[config.mk]
export PLATFORM = sky130hd
export DESIGN_NAME = jtag_host
export DESIGN_NICKNAME = d
export VERILOG_FILES = /design/src/rtl/jtag_pkg.sv /design/src/rtl/jtag_tck_gen.sv /design/src/rtl/jtag_host.sv
export SDC_FILE = /design/constraint.sdc
export NUM_CORES = 1
export LEC_CHECK = 0
export BUFFER_PORTS_ARGS = -buffer_cell sky130_fd_sc_hd__buf_2
export CORE_MARGIN = 2
export CORE_UTILIZATION = 58
export CTS_CLUSTER_DIAMETER = 40
export DETAILED_ROUTE_END_ITERATION = 10
export PLACE_DENSITY = 0.86
export SYNTH_ARGS = -nofsm -noshare
export SYNTH_HDL_FRONTEND = slang
export SYNTH_SLANG_ARGS = --single-unit
[constraint.sdc]
create_clock -name clk -period 2.54 [get_ports clk]
set_input_delay 0.381 -clock clk [delete_from_list [all_inputs] [get_ports clk]]
set_output_delay 0.381 -clock clk [all_outputs]
set_load 0.05 [all_outputs]
[src/rtl/jtag_pkg.sv]
`default_nettype none
// ============================================================================
// Module   : jtag_pkg
// Purpose  : Shared JTAG command opcodes, IEEE 1149.1 TAP state codes and the
//            TAP state transition helper used by the host and its benches.
// Revision : 1.0
// ============================================================================
package jtag_pkg;

    localparam logic [1:0] OP_TAP_RESET = 2'd0;
    localparam logic [1:0] OP_IR_SCAN   = 2'd1;
    localparam logic [1:0] OP_DR_SCAN   = 2'd2;
    localparam logic [1:0] OP_IDLE_CLK  = 2'd3;

    localparam logic [3:0] TAP_TLR       = 4'hF;
    localparam logic [3:0] TAP_RTI       = 4'hC;
    localparam logic [3:0] TAP_SEL_DR    = 4'h7;
    localparam logic [3:0] TAP_CAP_DR    = 4'h6;
    localparam logic [3:0] TAP_SHIFT_DR  = 4'h2;
    localparam logic [3:0] TAP_EXIT1_DR  = 4'h1;
    localparam logic [3:0] TAP_PAUSE_DR  = 4'h3;
    localparam logic [3:0] TAP_EXIT2_DR  = 4'h0;
    localparam logic [3:0] TAP_UPDATE_DR = 4'h5;
    localparam logic [3:0] TAP_SEL_IR    = 4'h4;
    localparam logic [3:0] TAP_CAP_IR    = 4'hE;
    localparam logic [3:0] TAP_SHIFT_IR  = 4'hA;
    localparam logic [3:0] TAP_EXIT1_IR  = 4'h9;
    localparam logic [3:0] TAP_PAUSE_IR  = 4'hB;
    localparam logic [3:0] TAP_EXIT2_IR  = 4'h8;
    localparam logic [3:0] TAP_UPDATE_IR = 4'hD;

    typedef enum logic [2:0] {
        S_IDLE  = 3'd0,
        S_PWRUP = 3'd1,
        S_PRE   = 3'd2,
        S_SHIFT = 3'd3,
        S_POST  = 3'd4,
        S_DONE  = 3'd5
    } seq_state_e;

    function automatic logic [3:0] tap_next(input logic [3:0] s, input logic tms);
        logic [3:0] n;
        case (s)
            TAP_TLR:       n = tms ? TAP_TLR       : TAP_RTI;
            TAP_RTI:       n = tms ? TAP_SEL_DR    : TAP_RTI;
            TAP_SEL_DR:    n = tms ? TAP_SEL_IR    : TAP_CAP_DR;
            TAP_CAP_DR:    n = tms ? TAP_EXIT1_DR  : TAP_SHIFT_DR;
            TAP_SHIFT_DR:  n = tms ? TAP_EXIT1_DR  : TAP_SHIFT_DR;
            TAP_EXIT1_DR:  n = tms ? TAP_UPDATE_DR : TAP_PAUSE_DR;
            TAP_PAUSE_DR:  n = tms ? TAP_EXIT2_DR  : TAP_PAUSE_DR;
            TAP_EXIT2_DR:  n = tms ? TAP_UPDATE_DR : TAP_SHIFT_DR;
            TAP_UPDATE_DR: n = tms ? TAP_SEL_DR    : TAP_RTI;
            TAP_SEL_IR:    n = tms ? TAP_TLR       : TAP_CAP_IR;
            TAP_CAP_IR:    n = tms ? TAP_EXIT1_IR  : TAP_SHIFT_IR;
            TAP_SHIFT_IR:  n = tms ? TAP_EXIT1_IR  : TAP_SHIFT_IR;
            TAP_EXIT1_IR:  n = tms ? TAP_UPDATE_IR : TAP_PAUSE_IR;
            TAP_PAUSE_IR:  n = tms ? TAP_EXIT2_IR  : TAP_PAUSE_IR;
            TAP_EXIT2_IR:  n = tms ? TAP_UPDATE_IR : TAP_SHIFT_IR;
            default:       n = tms ? TAP_SEL_DR    : TAP_RTI;
        endcase
        return n;
    endfunction

endpackage
`default_nettype wire

[src/rtl/jtag_tck_gen.sv]
`default_nettype none
// ============================================================================
// Module   : jtag_tck_gen
// Purpose  : TCK divider; emits one-clk rise/fall strobes aligned with the
//            clk edge on which TCK toggles. TCK is held low while disabled.
// Revision : 1.0
// ============================================================================
module jtag_tck_gen #(
    parameter int TCK_DIV = 2
) (
    input  logic clk,
    input  logic rst_n,
    input  logic en_i,
    output logic tck_o,
    output logic rise_o,
    output logic fall_o
);

    localparam int DIV_W = (TCK_DIV > 1) ? $clog2(TCK_DIV) : 1;
    localparam logic [DIV_W-1:0] DIV_LAST = DIV_W'(TCK_DIV - 1);

    logic [DIV_W-1:0] div_q;
    logic             tck_q;
    logic             term;

    assign term   = en_i && (div_q == DIV_LAST);
    assign rise_o = term && !tck_q;
    assign fall_o = term && tck_q;
    assign tck_o  = tck_q;

    always_ff @(posedge clk or negedge rst_n) begin
        if (!rst_n) begin
            div_q <= '0;
            tck_q <= 1'b0;
        end else if (!en_i) begin
            div_q <= '0;
            tck_q <= 1'b0;
        end else if (term) begin
            div_q <= '0;
            tck_q <= ~tck_q;
        end else begin
            div_q <= div_q + 1'b1;
        end
    end

endmodule
`default_nettype wire

[src/rtl/jtag_host.sv]
`default_nettype none
// ============================================================================
// Module   : jtag_host
// Purpose  : JTAG initiator turning queued commands into TMS/TDI sequences and
//            capturing TDO from the on-chip TAP.
// Revision : 1.0
// ============================================================================
module jtag_host
    import jtag_pkg::*;
#(
    parameter int MAX_LEN = 16,
    parameter int TCK_DIV = 2,
    parameter int LEN_W   = 5
) (
    input  logic               clk,
    input  logic               rst_n,
    input  logic               cmd_valid,
    output logic               cmd_ready,
    input  logic [1:0]         cmd_op,
    input  logic [LEN_W-1:0]   cmd_len,
    input  logic [MAX_LEN-1:0] cmd_data,
    output logic               rsp_valid,
    output logic [MAX_LEN-1:0] rsp_data,
    output logic               busy,
    output logic               TCK,
    output logic               TMS,
    output logic               TDI,
    input  logic               TDO
);

    localparam logic [LEN_W-1:0] LEN_MAX = LEN_W'(MAX_LEN);

    seq_state_e         state_q, state_d;
    logic [1:0]         op_q, op_d;
    logic [LEN_W-1:0]   len_q, len_d, cnt_q, cnt_d, len_in;
    logic [MAX_LEN-1:0] data_q, data_d, cap_q, cap_d, rsp_q, rsp_d;
    logic               tms_q, tms_d, tdi_q, tdi_d;
    logic               ready_q, ready_d, rsp_valid_q, rsp_valid_d;
    logic               cmd_act_q, cmd_act_d;
    logic [3:0]         tap_q, tap_d;
    logic               tck_en, tck_rise, tck_fall, is_ir, is_scan;

    jtag_tck_gen #(.TCK_DIV(TCK_DIV)) u_tck_gen (
        .clk    (clk),
        .rst_n  (rst_n),
        .en_i   (tck_en),
        .tck_o  (TCK),
        .rise_o (tck_rise),
        .fall_o (tck_fall)
    );

    assign tck_en  = (state_q == S_PWRUP) || (state_q == S_PRE) ||
                     (state_q == S_SHIFT) || (state_q == S_POST);
    assign is_ir   = (op_q == OP_IR_SCAN);
    assign is_scan = (op_q == OP_IR_SCAN) || (op_q == OP_DR_SCAN);

    always_comb begin
        len_in = cmd_len;
        if (cmd_op != OP_IDLE_CLK) begin
            if (cmd_len == '0)
                len_in = LEN_W'(1);
            else if (cmd_len > LEN_MAX)
                len_in = LEN_MAX;
        end
    end

    // TMS/TDI for the next TCK are chosen on each falling strobe; the first
    // TCK's values are loaded at accept while TCK is still low.
    always_comb begin
        state_d     = state_q;
        op_d        = op_q;
        len_d       = len_q;
        cnt_d       = cnt_q;
        data_d      = data_q;
        cap_d       = cap_q;
        rsp_d       = rsp_q;
        tms_d       = tms_q;
        tdi_d       = tdi_q;
        ready_d     = ready_q;
        rsp_valid_d = 1'b0;
        cmd_act_d   = cmd_act_q;
        tap_d       = tap_q;

        if (tck_rise) begin
            tap_d = tap_next(tap_q, tms_q);
            if ((tap_q == TAP_SHIFT_IR) || (tap_q == TAP_SHIFT_DR))
                cap_d = cap_q | (MAX_LEN'(TDO) << cnt_q);
        end

        case (state_q)
            S_IDLE: begin
                if (cmd_valid && ready_q) begin
                    ready_d = 1'b0;
                    op_d    = cmd_op;
                    len_d   = len_in;
                    data_d  = cmd_data;
                    cap_d   = '0;
                    cnt_d   = '0;
                    tdi_d   = 1'b0;
                    case (cmd_op)
                        OP_TAP_RESET: begin
                            state_d   = S_PWRUP;
                            cmd_act_d = 1'b1;
                            tms_d     = 1'b1;
                        end
                        OP_IR_SCAN, OP_DR_SCAN: begin
                            state_d = S_PRE;
                            tms_d   = 1'b1;
                        end
                        default: begin
                            tms_d   = 1'b0;
                            state_d = (cmd_len == '0) ? S_DONE : S_SHIFT;
                        end
                    endcase
                end
            end
            S_PWRUP: begin
                if (tck_fall) begin
                    cnt_d = cnt_q + LEN_W'(1);
                    tms_d = (cnt_q < LEN_W'(4));
                    if (cnt_q == LEN_W'(5)) begin
                        cnt_d = '0;
                        tms_d = 1'b0;
                        if (cmd_act_q) begin
                            state_d = S_DONE;
                        end else begin
                            state_d = S_IDLE;
                            ready_d = 1'b1;
                        end
                    end
                end
            end
            S_PRE: begin
                if (tck_fall) begin
                    if (cnt_q == (is_ir ? LEN_W'(3) : LEN_W'(2))) begin
                        state_d = S_SHIFT;
                        cnt_d   = '0;
                        tms_d   = (len_q == LEN_W'(1));
                        tdi_d   = data_q[0];
                    end else begin
                        cnt_d = cnt_q + LEN_W'(1);
                        tms_d = is_ir && (cnt_q == '0);
                    end
                end
            end
            S_SHIFT: begin
                if (tck_fall) begin
                    if (cnt_q == len_q - LEN_W'(1)) begin
                        cnt_d   = '0;
                        tdi_d   = 1'b0;
                        state_d = is_scan ? S_POST : S_DONE;
                        tms_d   = is_scan;
                    end else begin
                        cnt_d  = cnt_q + LEN_W'(1);
                        data_d = data_q >> 1;
                        tdi_d  = is_scan && data_q[1];
                        tms_d  = is_scan && (cnt_q + LEN_W'(2) == len_q);
                    end
                end
            end
            S_POST: begin
                if (tck_fall) begin
                    tms_d = 1'b0;
                    if (cnt_q == LEN_W'(1)) begin
                        cnt_d   = '0;
                        state_d = S_DONE;
                    end else begin
                        cnt_d = cnt_q + LEN_W'(1);
                    end
                end
            end
            S_DONE: begin
                rsp_valid_d = 1'b1;
                ready_d     = 1'b1;
                rsp_d       = cap_q;
                cmd_act_d   = 1'b0;
                state_d     = S_IDLE;
            end
            default: state_d = S_IDLE;
        endcase
    end

    always_ff @(posedge clk or negedge rst_n) begin
        if (!rst_n) begin
            state_q     <= S_PWRUP;
            op_q        <= OP_TAP_RESET;
            len_q       <= '0;
            cnt_q       <= '0;
            data_q      <= '0;
            cap_q       <= '0;
            rsp_q       <= '0;
            tms_q       <= 1'b1;
            tdi_q       <= 1'b0;
            ready_q     <= 1'b0;
            rsp_valid_q <= 1'b0;
            cmd_act_q   <= 1'b0;
            tap_q       <= TAP_TLR;
        end else begin
            state_q     <= state_d;
            op_q        <= op_d;
            len_q       <= len_d;
            cnt_q       <= cnt_d;
            data_q      <= data_d;
            cap_q       <= cap_d;
            rsp_q       <= rsp_d;
            tms_q       <= tms_d;
            tdi_q       <= tdi_d;
            ready_q     <= ready_d;
            rsp_valid_q <= rsp_valid_d;
            cmd_act_q   <= cmd_act_d;
            tap_q       <= tap_d;
        end
    end

    assign cmd_ready = ready_q;
    assign rsp_valid = rsp_valid_q;
    assign rsp_data  = rsp_q;
    assign busy      = (state_q != S_IDLE);
    assign TMS       = tms_q;
    assign TDI       = tdi_q;

endmodule
`default_nettype wire

* After elaboration in Yosys (flattened, before gate mapping)
Index checks and enable logic that the tools add are counted.
Operators by class: add/subtract/negate cells 4, $lt $le $gt $ge 2, equal/unequal tests 41, shift operators 1, mux-type cells 77, bitwise operators 2, reduce and logical (&&, ||, !) cells 35
Operators by type and width (count):
- $mux 16 | 7
- $mux 5 | 12
- $mux 3 | 15
- $pmux 4 s11 | 1
- $pmux 16 s2 | 1
- $mux 1 | 27
- $pmux 5 s5 | 1
- $eq 4x4->1 const B | 6
- $ne 2x2->1 const B | 9
- $or 16x16->16 | 1
- $shl 1x5->16 | 1
- $pmux 3 s5 | 1
- $eq 4x3->1 const B | 3
- $mux 2 | 6
- $eq 5x1->1 const B | 2
- $eq 5x5->1 | 2
- $logic_not 5->1 | 2
- $ne 2x1->1 const B | 5
- $reduce_and 5->1 | 2
- $reduce_and 9->1 | 1
- $reduce_bool 3->1 | 3
- $eq 4x2->1 const B | 2
- $logic_and 1x1->1 | 7
- $eq 3x2->1 const B | 2
- other kinds (32) | 43
Storage, ports and cells: register bits after elaboration 74, input port bits 27, output and inout bits 22, word-level logic and storage cells 177

* Depth between registers and ports, before layout
word-level depth 9, depth in mapped cells 8, mapped depth without buffers 7

* Modules after synthesis
From an unflattened synthesis, not the netlist that was laid out.
Second synthesis, totals: cell total of the unflattened synthesis 358, area, all modules 3846.2 um^2
Modules (own cells, without submodules):
- jtag_host | times used 1, cells an instance 350, area each 3757.4 um^2
- jtag_tck_gen | times used 1, cells an instance 8, area each 88.8 um^2

* Worst setup path before layout
OpenSTA, ideal clock, no wires.
path kind register to register, start point register len_q[0], end point register data_q[10], data arrival time 1.930 ns, required time 2.415 ns, setup slack 0.484 ns, cell stages (with the launch flop) 9, path buffers 1, path through dfrtp_1 > inv_1 > ha_1 > xor2_1 > o211a_1 > o211ai_4 > a31oi_4 > buf_6 > mux2_4
On the way: cells in the longest elaborated chain, start to end 4
Ends and longest elaborated chain:
- start, declared | RTL line jtag_host.sv:35 | logic [LEN_W-1:0] len_q, len_d, cnt_q, cnt_d, len_in;
- start signal, assigned | RTL line jtag_host.sv:201 | len_q <= len_d;
- $sub 5x1->5 | RTL line jtag_host.sv:148 | if (cnt_q == len_q - LEN_W'(1)) begin
- $eq 5x5->1 | RTL line jtag_host.sv:148
- $ne 2x2->1 (no line)
- $reduce_and 4->1 (no line)
- end signal, assigned | RTL line jtag_host.sv:203 | data_q <= data_d;
- end, declared | RTL line jtag_host.sv:36 | logic [MAX_LEN-1:0] data_q, data_d, cap_q, cap_d, rsp_q, rsp_d;
Every way passes these cells. A chain may end at the register's enable or synchronous reset.

* Final worst setup path
start point register len_q[0], end point register data_q[3]
The elaborated chain is that of the path after synthesis.

==> flow_summary.toml <==
[critical_path]
max_stage_delay_ns = 0.40
worstPathRequired_ns = 2.78
critical_path_arrival_ns = 2.48
crit_buf_inv = 2
start_kind = "flip-flop"
cp-end-kind = "flip-flop"
crit_slowest_cell = "dfrtp_1"
critical_path.max_fanout = 16
cp_top_family = "compound AO/OA/AOI/OAI gates"
path_cells = "inv_1 -> ha_1 -> xor2_1 -> o211a_1 -> o211ai_4 -> a31oi_4 -> buf_4 -> mux2_2"
path_class = "flip-flop to flip-flop"

[clock_network]
cts-root-buf = "clkbuf_8"
cts-buffers-inserted = 9
cts_tree = "done"
cts.reportedPaths.clkPinSlew_ns = 0.09
cts_hold_buffers = 0
cts.sinks = 74
clockBufferDepth = 2
cts_resized = 0
post-cts-setup-buffers = 0
clkLatencyLatePin_ns = 0.35
htreeDepth = 3

[worst_hold_path]
hold_path.class = "input port to asynchronous set/reset pin"

[synth]
synth_top_area_share_pct = 42.55
yosys-top-cells-count = "68 x dfrtp_1, 38 x nor2_1, 37 x mux2_2, 27 x nand2_1"
synth_most_common_cell = "dfrtp_1"
synth-main-ff-cell = "dfrtp_1"
synth_area_um2 = 3999
synth_fp_nets = 409
synth_area_leaders = "dfrtp_1 43%, mux2_2 10%, dfstp_2 3.9%, nor2_1 3.6%, mux2_4 3.4%"
ys_types = 64
async_flop_share_pct = 100.0
ys_ff_latch = 74
yosys_warnings = 0
postSynthCellCount = 372
syn_area_per_cell_um2 = 10.75
synth_area_leader_cell = "dfrtp_1"
synth-edff-count = 0
ys_seq_area_share_pct = 46.50

[sta]
holdWs_ns = 0.009422
finalHoldViolations = 0
setup_viol = 0
setup_tns_ns = 0
period_share_pct = 88.26
setup_ws_ns = 0.2983
slew_headroom_pct = 62.56
fin_crit_ns = 2.242
worst_pin_slew_ns = 0.5574
timing.fmax_mhz = 446.1
grt_setup_unrepaired = "no"
slew_violations = 0
finClkSkew_ns = 0.009591

[pwr]
power.density_nw_per_um2 = 485.9
p_sw_w = 0.0005190
combPwrFrac_pct = 3.2
p_leak_nw = 2.157
swShare_pct = 23.63
internal-power_w = 0.001678
p_total_w = 0.002197
p_seq_share_pct = 53.6
irDropWorstVdd_mv = 0.3685
clkPwrFrac_pct = 43.2

[drt]
drt_first_pass_iters = 5
drt-wirelength-per-cell_um = 15.95
drt_iter0_drc = 210
num_vias = 2990
via_per_inst = 5.921
drt-total-wl_um = 8055
ant_nets = 0
drc_errors = 0

[placed_design]
dp.cells = 489
dp_slack_ns = 0.3182
dp.final_hpwl_um = 5818
gp_congestion = 0.9182
port_buffers = 48

[global_routing]
grt.overflow.total = 0
grt_first_pass_wirelength_um = 13440
grt_max_degree = 33
grt_pass1_vias = 2878
antenna_found_initial = 0
track_usage_pct = 22.54

[floorplanning]
initial_utilization_pct = 59.52
die_y_um = 87.04
num_rows = 30
ios = 49
design.die.area_um2 = 7575
fp.dieW_um = 87.04
coreArea_um2 = 6719

[cells_and_area]
layout-drive-gt1-share_pct = 33.41
num_antenna_cells = 0
syn_to_final_growth_pct = 13.05
finalNonFillerCells = 505
nets = 457

[status]
status = "finished, final reports clean"

[job]
maxCapViolations = 0
## cell type report
cell class | instances | area (µm²)
flip-flops and latches | 74 | 1859
multi-input cells | 267 | 1994
fillers | 532 | 2198
repair buffers | 60 | 330.3
inverters | 8 | 30.03
clock inverters | 7 | 82.58
well taps | 80 | 100.1
clock buffers | 9 | 123.9
## metal layers
metal  routed length, µm  vias to the layer above  track usage, %
met2                3842                      103           36.16
met5                   0                        -               0
met1                3634                     1451           30.83
met3                 460                       10           4.834
met4                 118                        0           6.818
li1                    -                     1426               -
## worst reg2reg max path, cell delays in order, from the launching register on
cell and delay, ns:
dfrtp_1 0.40, inv_1 0.08, ha_1 0.31, xor2_1 0.17, o211a_1 0.20, o211ai_4 0.14
a31oi_4 0.16, buf_4 0.29, mux2_2 0.38
## power groups by stage
stage | Sequential, W | Combinational [W] | Clock [W]
floorplan | 0.00120 | 0.0000202 | 0
global placement | 0.00120 | 0.0000693 | 0
detailed placement | 0.00120 | 0.0000724 | 0
CTS | 0.00118 | 0.0000727 | 0.000964
global route | 0.00118 | 0.0000803 | 0.00102
finish | 0.00118 | 0.0000703 | 0.000949
## path summary, 6_finish.rpt
check                        startpoint     endpoint  cells past startpoint  slack (ns)
setup / recovery               len_q[0]    data_q[3]                      8        0.30
hold / removal                    rst_n  rsp_data[7]                      1       0.009
setup reg to reg               len_q[0]    data_q[3]                      8        0.30
hold reg to reg                cap_q[5]     cap_q[5]                      2        0.50
max in group asynchronous         rst_n    data_q[6]                      2        1.72
min in group clk           cmd_data[15]   data_q[15]                      2        0.27
## cells by family (layout without fill, tap and decap cells)
kind of cell / Yosys count / after routing / share of synthesized area (%)
mux: 48 / 48 / 14.30
flops: 74 / 74 / 46.50
fa+ha+maj: 10 / 10 / 3.129
buf+inv: 31 / 84 / 3.692
xor+xnor: 12 / 12 / 3.004
compound gates: 81 / 81 / 14.17
simple gates: 116 / 116 / 15.21
## state kept, by name, summed over array words and instances (netlist names), 2 cells and up
register and flops:
cap_q 16, cnt_q 5, data_q 16, len_q 5
op_q 2, rsp_data 16, state_q 3, tap_q 4
## cells in the final DEF, fill, tap and decap left out, drive strengths merged, types with 3 or more instances in the layout
master  count
a21oi      15
a31o        3
a31oi      13
and2        5
buf        60
clkbuf      9
dfrtp      68
dfstp       6
ha         10
inv        11
mux2       46
nand2      27
nand2b      6
nand3       9
nor2       39
nor2b       7
nor3        5
nor4        5
o211ai      5
o21ai      18
o31ai       3
or3         3
xnor2       7
xor2        5
## metrics by stage
stage	area (µm²)	utilization, %
2_1_floorplan	3999	-
3_3_place_gp	4314	64.21
3_5_place_dp	4314	64.21
4_1_cts	4521	67.28
5_1_grt	4521	67.28
6_report	4521	67.28
No activity file was read; power rests on OpenSTA's default activity.
